==> src/rtl/ucsbece154b_evict_buffer.sv <==
// Victim-side FIFO between L1 evictions and the victim cache, coalescing duplicate tags, with same-cycle lookup.
// Zero-latency combinational drain/lookup; evict_ready_o drops when full with no coalesce match or on flush.
module ucsbece154b_evict_buffer #(
  parameter int ADDR_WIDTH = 56,
  parameter int LINE_WIDTH = 128,
  parameter int DEPTH      = 4
) (
  input  logic                         clk_i,
  input  logic                         rst_i,
  input  logic                         flush_i,
  input  logic                         evict_valid_i,
  output logic                         evict_ready_o,
  input  logic [ADDR_WIDTH-1:0]        evict_addr_i,
  input  logic [LINE_WIDTH-1:0]        evict_data_i,
  input  logic                         drain_en_i,
  output logic                         vc_we_o,
  output logic [ADDR_WIDTH-1:0]        vc_waddr_o,
  output logic [LINE_WIDTH-1:0]        vc_wdata_o,
  input  logic [ADDR_WIDTH-1:0]        lookup_addr_i,
  output logic                         lookup_hit_o,
  output logic [LINE_WIDTH-1:0]        lookup_data_o,
  output logic [$clog2(DEPTH+1)-1:0]   count_o
);
  localparam int OFFSET_WIDTH = $clog2(LINE_WIDTH/8);
  localparam int TAG_SIZE     = ADDR_WIDTH - OFFSET_WIDTH;
  localparam int PTR_W        = (DEPTH > 1) ? $clog2(DEPTH) : 1;
  localparam int CNT_W        = $clog2(DEPTH+1);

  logic [DEPTH-1:0]      valid_q;
  logic [TAG_SIZE-1:0]   tag_q  [DEPTH];
  logic [LINE_WIDTH-1:0] data_q [DEPTH];
  logic [PTR_W-1:0]      head_q, tail_q;
  logic [CNT_W-1:0]      count_q;

  logic [TAG_SIZE-1:0]   evict_tag, lookup_tag;
  logic [DEPTH-1:0]      coal_match, lookup_match;
  logic                  empty, full, pop, coal_hit, accept, push;
  logic                  unused_offsets;

  function automatic logic [PTR_W-1:0] ptr_inc(input logic [PTR_W-1:0] p);
    return (p == PTR_W'(DEPTH-1)) ? '0 : p + PTR_W'(1);
  endfunction

  assign evict_tag      = evict_addr_i[ADDR_WIDTH-1:OFFSET_WIDTH];
  assign lookup_tag     = lookup_addr_i[ADDR_WIDTH-1:OFFSET_WIDTH];
  assign unused_offsets = ^{evict_addr_i[OFFSET_WIDTH-1:0], lookup_addr_i[OFFSET_WIDTH-1:0]};

  assign empty = (count_q == '0);
  assign full  = (count_q == CNT_W'(DEPTH));
  assign pop   = drain_en_i && !empty && !flush_i;

  // The head leaving this cycle cannot absorb a coalesce; the new line is queued instead.
  always_comb begin
    coal_match   = '0;
    lookup_match = '0;
    for (int i = 0; i < DEPTH; i++) begin
      coal_match[i]   = valid_q[i] && (tag_q[i] == evict_tag) && !(pop && (head_q == PTR_W'(i)));
      lookup_match[i] = valid_q[i] && (tag_q[i] == lookup_tag) && !flush_i;
    end
  end

  assign coal_hit      = |coal_match;
  assign evict_ready_o = !flush_i && (!full || coal_hit);
  assign accept        = evict_valid_i && evict_ready_o;
  assign push          = accept && !coal_hit;

  assign vc_we_o    = pop;
  assign vc_waddr_o = empty ? '0 : {tag_q[head_q], {OFFSET_WIDTH{1'b0}}};
  assign vc_wdata_o = empty ? '0 : data_q[head_q];
  assign count_o    = count_q;

  always_comb begin
    lookup_data_o = '0;
    for (int i = 0; i < DEPTH; i++) begin
      if (lookup_match[i]) lookup_data_o = lookup_data_o | data_q[i];
    end
  end
  assign lookup_hit_o = |lookup_match;

  always_ff @(posedge clk_i) begin
    if (rst_i || flush_i) begin
      valid_q <= '0;
      head_q  <= '0;
      tail_q  <= '0;
      count_q <= '0;
    end else begin
      if (pop) begin
        valid_q[head_q] <= 1'b0;
        head_q          <= ptr_inc(head_q);
      end
      if (push) begin
        valid_q[tail_q] <= 1'b1;
        tail_q          <= ptr_inc(tail_q);
      end
      if (push && !pop) begin
        count_q <= count_q + CNT_W'(1);
      end else if (pop && !push) begin
        count_q <= count_q - CNT_W'(1);
      end
    end
  end

  // Payload storage needs no reset: valid_q gates every consumer.
  always_ff @(posedge clk_i) begin
    if (push) begin
      tag_q[tail_q]  <= evict_tag;
      data_q[tail_q] <= evict_data_i;
    end
    for (int i = 0; i < DEPTH; i++) begin
      if (accept && coal_match[i]) data_q[i] <= evict_data_i;
    end
  end
endmodule
==> config.mk <==
export PLATFORM = sky130hd
export DESIGN_NAME = ucsbece154b_evict_buffer
export DESIGN_NICKNAME = d
export VERILOG_FILES = /design/src/rtl/ucsbece154b_evict_buffer.sv
export SDC_FILE = /design/constraint.sdc
export NUM_CORES = 1
export LEC_CHECK = 0
export BUFFER_PORTS_ARGS = -buffer_cell sky130_fd_sc_hd__buf_4
export CORE_ASPECT_RATIO = 0.8
export CORE_MARGIN = 2
export CORE_UTILIZATION = 45
export DETAILED_ROUTE_END_ITERATION = 6
export GPL_ROUTABILITY_DRIVEN = 0
export GPL_TIMING_DRIVEN = 0
export PLACE_DENSITY_LB_ADDON = 0.2
export RECOVER_POWER = 25
export SLEW_MARGIN = 10
export SYNTH_ARGS = -nofsm -noshare
export SYNTH_HDL_FRONTEND = slang
export SYNTH_SLANG_ARGS = --single-unit
==> constraint.sdc <==
create_clock -name clk_i -period 10.5 [get_ports clk_i]
set_input_delay 1.05 -clock clk_i [delete_from_list [all_inputs] [get_ports clk_i]]
set_output_delay 1.05 -clock clk_i [all_outputs]
set_load 0.02 [all_outputs]
==> impl_metrics.env <==
export IMPL_grt_max_degree=42
export IMPL_finalNonFillerCells=4297
export IMPL_drtPass1Iterations=7
export IMPL_start_util_pct=45.53
export IMPL_cts_tree="done"
export IMPL_grt_pass1_wl_mm=183.5
export IMPL_gr_total_overflow=0
export IMPL_syn_area_per_cell_um2=14.81
export IMPL_cts_max_level=3
export IMPL_min_from="count_o[2]"
export IMPL_netlist_instances=2479
export IMPL_tns_ps=0
export IMPL_start_kind="primary input"
export IMPL_netlist_area_mm2=0.03671
export IMPL_max_freq_ghz=0.1510
export IMPL_die_w_um=323.3
export IMPL_cp_required_ps=9450
export IMPL_std_cell_rows=93
export IMPL_powerDensity_mw_per_mm2=149.3
export IMPL_core_region_area_mm2=0.08064
export IMPL_hp_class="reg2reg"
export IMPL_antenna_found_initial=24
export IMPL_crit_fanout=11
export IMPL_layout_min_cycle_time_ps=6623
export IMPL_clockBufferDepth=3
export IMPL_r2r_start="tag_q[3][28]"
export IMPL_p_leak_uw=0.01551
export IMPL_yosys_warnings=0
export IMPL_clkTransAtPathRegs_ps=70
export IMPL_ys_seq_area_share_pct=59.60
export IMPL_dp_hpwl_mm=98.98
export IMPL_violations="DRC"
export IMPL_final_nets=3380
export IMPL_drive_above_1_share_pct=27.53
export IMPL_synth_cell_types=49
export IMPL_root_buffer="clkbuf_16"
export IMPL_worst_setup_path_type="in2out"
export IMPL_synth_async_sr_flop_share_pct=0
export IMPL_setup_viol=0
export IMPL_hold_violations=0
export IMPL_wl_mm=131.0
export IMPL_vias=25917
export IMPL_cts_setup_buffers=0
export IMPL_grt_pass1_vias=25899
export IMPL_final_antenna_net_count=0
export IMPL_arrival_ps=5570
export IMPL_drc=21
export IMPL_area_growth_pct=22.78
export IMPL_cts_hold_buf=0
export IMPL_endpoint_kind="output port"
export IMPL_grt_usage_pct=30.81
export IMPL_post_route_period_util_pct=63.08
export IMPL_ios=563
export IMPL_crit_path_start="lookup_addr_i[20]"
export IMPL_dieArea_mm2=0.08390
export IMPL_io_buffers=530
export IMPL_worst_pin_slew_ps=1355
export IMPL_layout_common_cells="720 x edfxtp_1, 411 x buf_4, 309 x inv_1, 287 x xnor2_1, 267 x clkbuf_1"
export IMPL_post_drt_wl_per_cell_um=30.48
export IMPL_numCtsBuffers=76
export IMPL_peakVddDrop_mv=0.1629
export IMPL_maxSlewViolCount=0
export IMPL_synth_ff_type="edfxtp_1"
export IMPL_vias_per_cell=6.031
export IMPL_final_common_cell="edfxtp_1"
export IMPL_cts_sinks=733
export IMPL_cts_resized=0
export IMPL_slew_headroom_pct=8.851
export IMPL_place_inst=4139
export IMPL_rsz0062_at_grt="no"
export IMPL_insertion_delay_ps=650
export IMPL_drt_initial_drc_count=3370
export IMPL_fp_dieH_um=259.5
export IMPL_ys_seq_elements=733
export IMPL_outcome="complete, but fails checks"
export IMPL_drv_cap=0
export IMPL_clock_skew_final_ps=30.72
export IMPL_synth_edff_count=720
==> stage by stage <==
stage	total power (µW)	worst slack, ps	utilization, %	hold slack [ps]	cell area, µm²
5_1_grt	6906	4099	55.87	551.9	45050
2_1_floorplan	3681	1362	-	469.5	36720
3_3_place_gp	4017	-6057	52.17	504.3	42070
3_5_place_dp	4027	4415	53.29	515.0	42970
6_report	6728	3877	55.90	528.8	45070
4_1_cts	6769	4376	56.42	524.3	45490
==> metal layers <==
metal / up-vias / global-route usage, % / part of all wire, %
li1: 10719 / - / -
met1: 13302 / 40.17 / 38
met2: 1552 / 45.54 / 44
met3: 328 / 13.74 / 14
met4: 16 / 10.94 / 3.8
met5: - / 0.6268 / 0.15
==> worst max-delay path, cell delays in order <==
cell	delay (ps)
clkbuf_1	390
xor2_1	160
nor4_1	750
nand4_1	160
nor4_1	770
nand4_1	540
clkbuf_1	600
clkbuf_1	510
o221ai_2	410
buf_4	210
==> synth_stat cells (10+ instances only) <==
cell type,count,share of area (%)
buf_2,12,0.16
mux4_2,180,11
nor4_1,33,0.56
dfxtp_1,13,0.71
nor2b_1,180,3.1
a22oi_1,133,2.7
nand2_1,13,0.13
o221ai_1,31,0.74
o221ai_2,100,4.1
a221oi_1,10,0.24
nand4_1,84,1.4
buf_1,34,0.35
inv_1,313,3.2
xor2_1,86,2.1
xnor2_1,287,6.8
clkbuf_1,133,1.4
buf_6,11,0.34
nor3_1,13,0.18
edfxtp_1,720,59
o22ai_1,18,0.31
==> report_power, final <==
| part | switching, µW | leakage [µW] | internal, µW |
|---|---|---|---|
| Combinational | 420 | 0.00764 | 253 |
| Clock | 1170 | 0.00123 | 1590 |
| Sequential | 30.1 | 0.00664 | 3260 |
==> registers in the layout, summed over array words and instances (netlist names), named ones only <==
register and flops:
data_q 512, tag_q 208, valid_q 4, count_o 3, head_q 2, tail_q 2
==> kinds of logic (layout without fill, tap and decap cells) <==
logic type | after synthesis | count (layout) | synth area share (%)
DFF | 733 | 733 | 59.60
buffers and inverters | 509 | 1213 | 5.532
xor gates and xnor gates | 373 | 373 | 8.899
and+or+nand+nor | 350 | 350 | 5.814
AOI/OAI and AO/OA | 320 | 320 | 8.657
muxes | 183 | 183 | 11.12
adders and majority gates | 10 | 10 | 0.3613
other | 1 | 23 | 0.01021
==> final timing paths <==
check	cells after the start	endpoint	slack, ps
setup / recovery	10	lookup_data_o[104]	3880
hold / removal	2	count_o[2]	530
setup reg to reg	13	data_q[3][81]	5590
hold reg to reg	2	count_o[2]	530
==> final cells by class <==
type	count	area, µm²
well taps	1092	1366
clock buffers	85	1936
plain buffers	196	860.8
multi-input cells	1240	12870
clock inverters	54	585.6
fillers	6559	35570
repair buffers	565	4345
flip-flops and latches	733	21880
diodes	19	47.55
inverters	313	1185
Power figures use the tool's default switching activity.
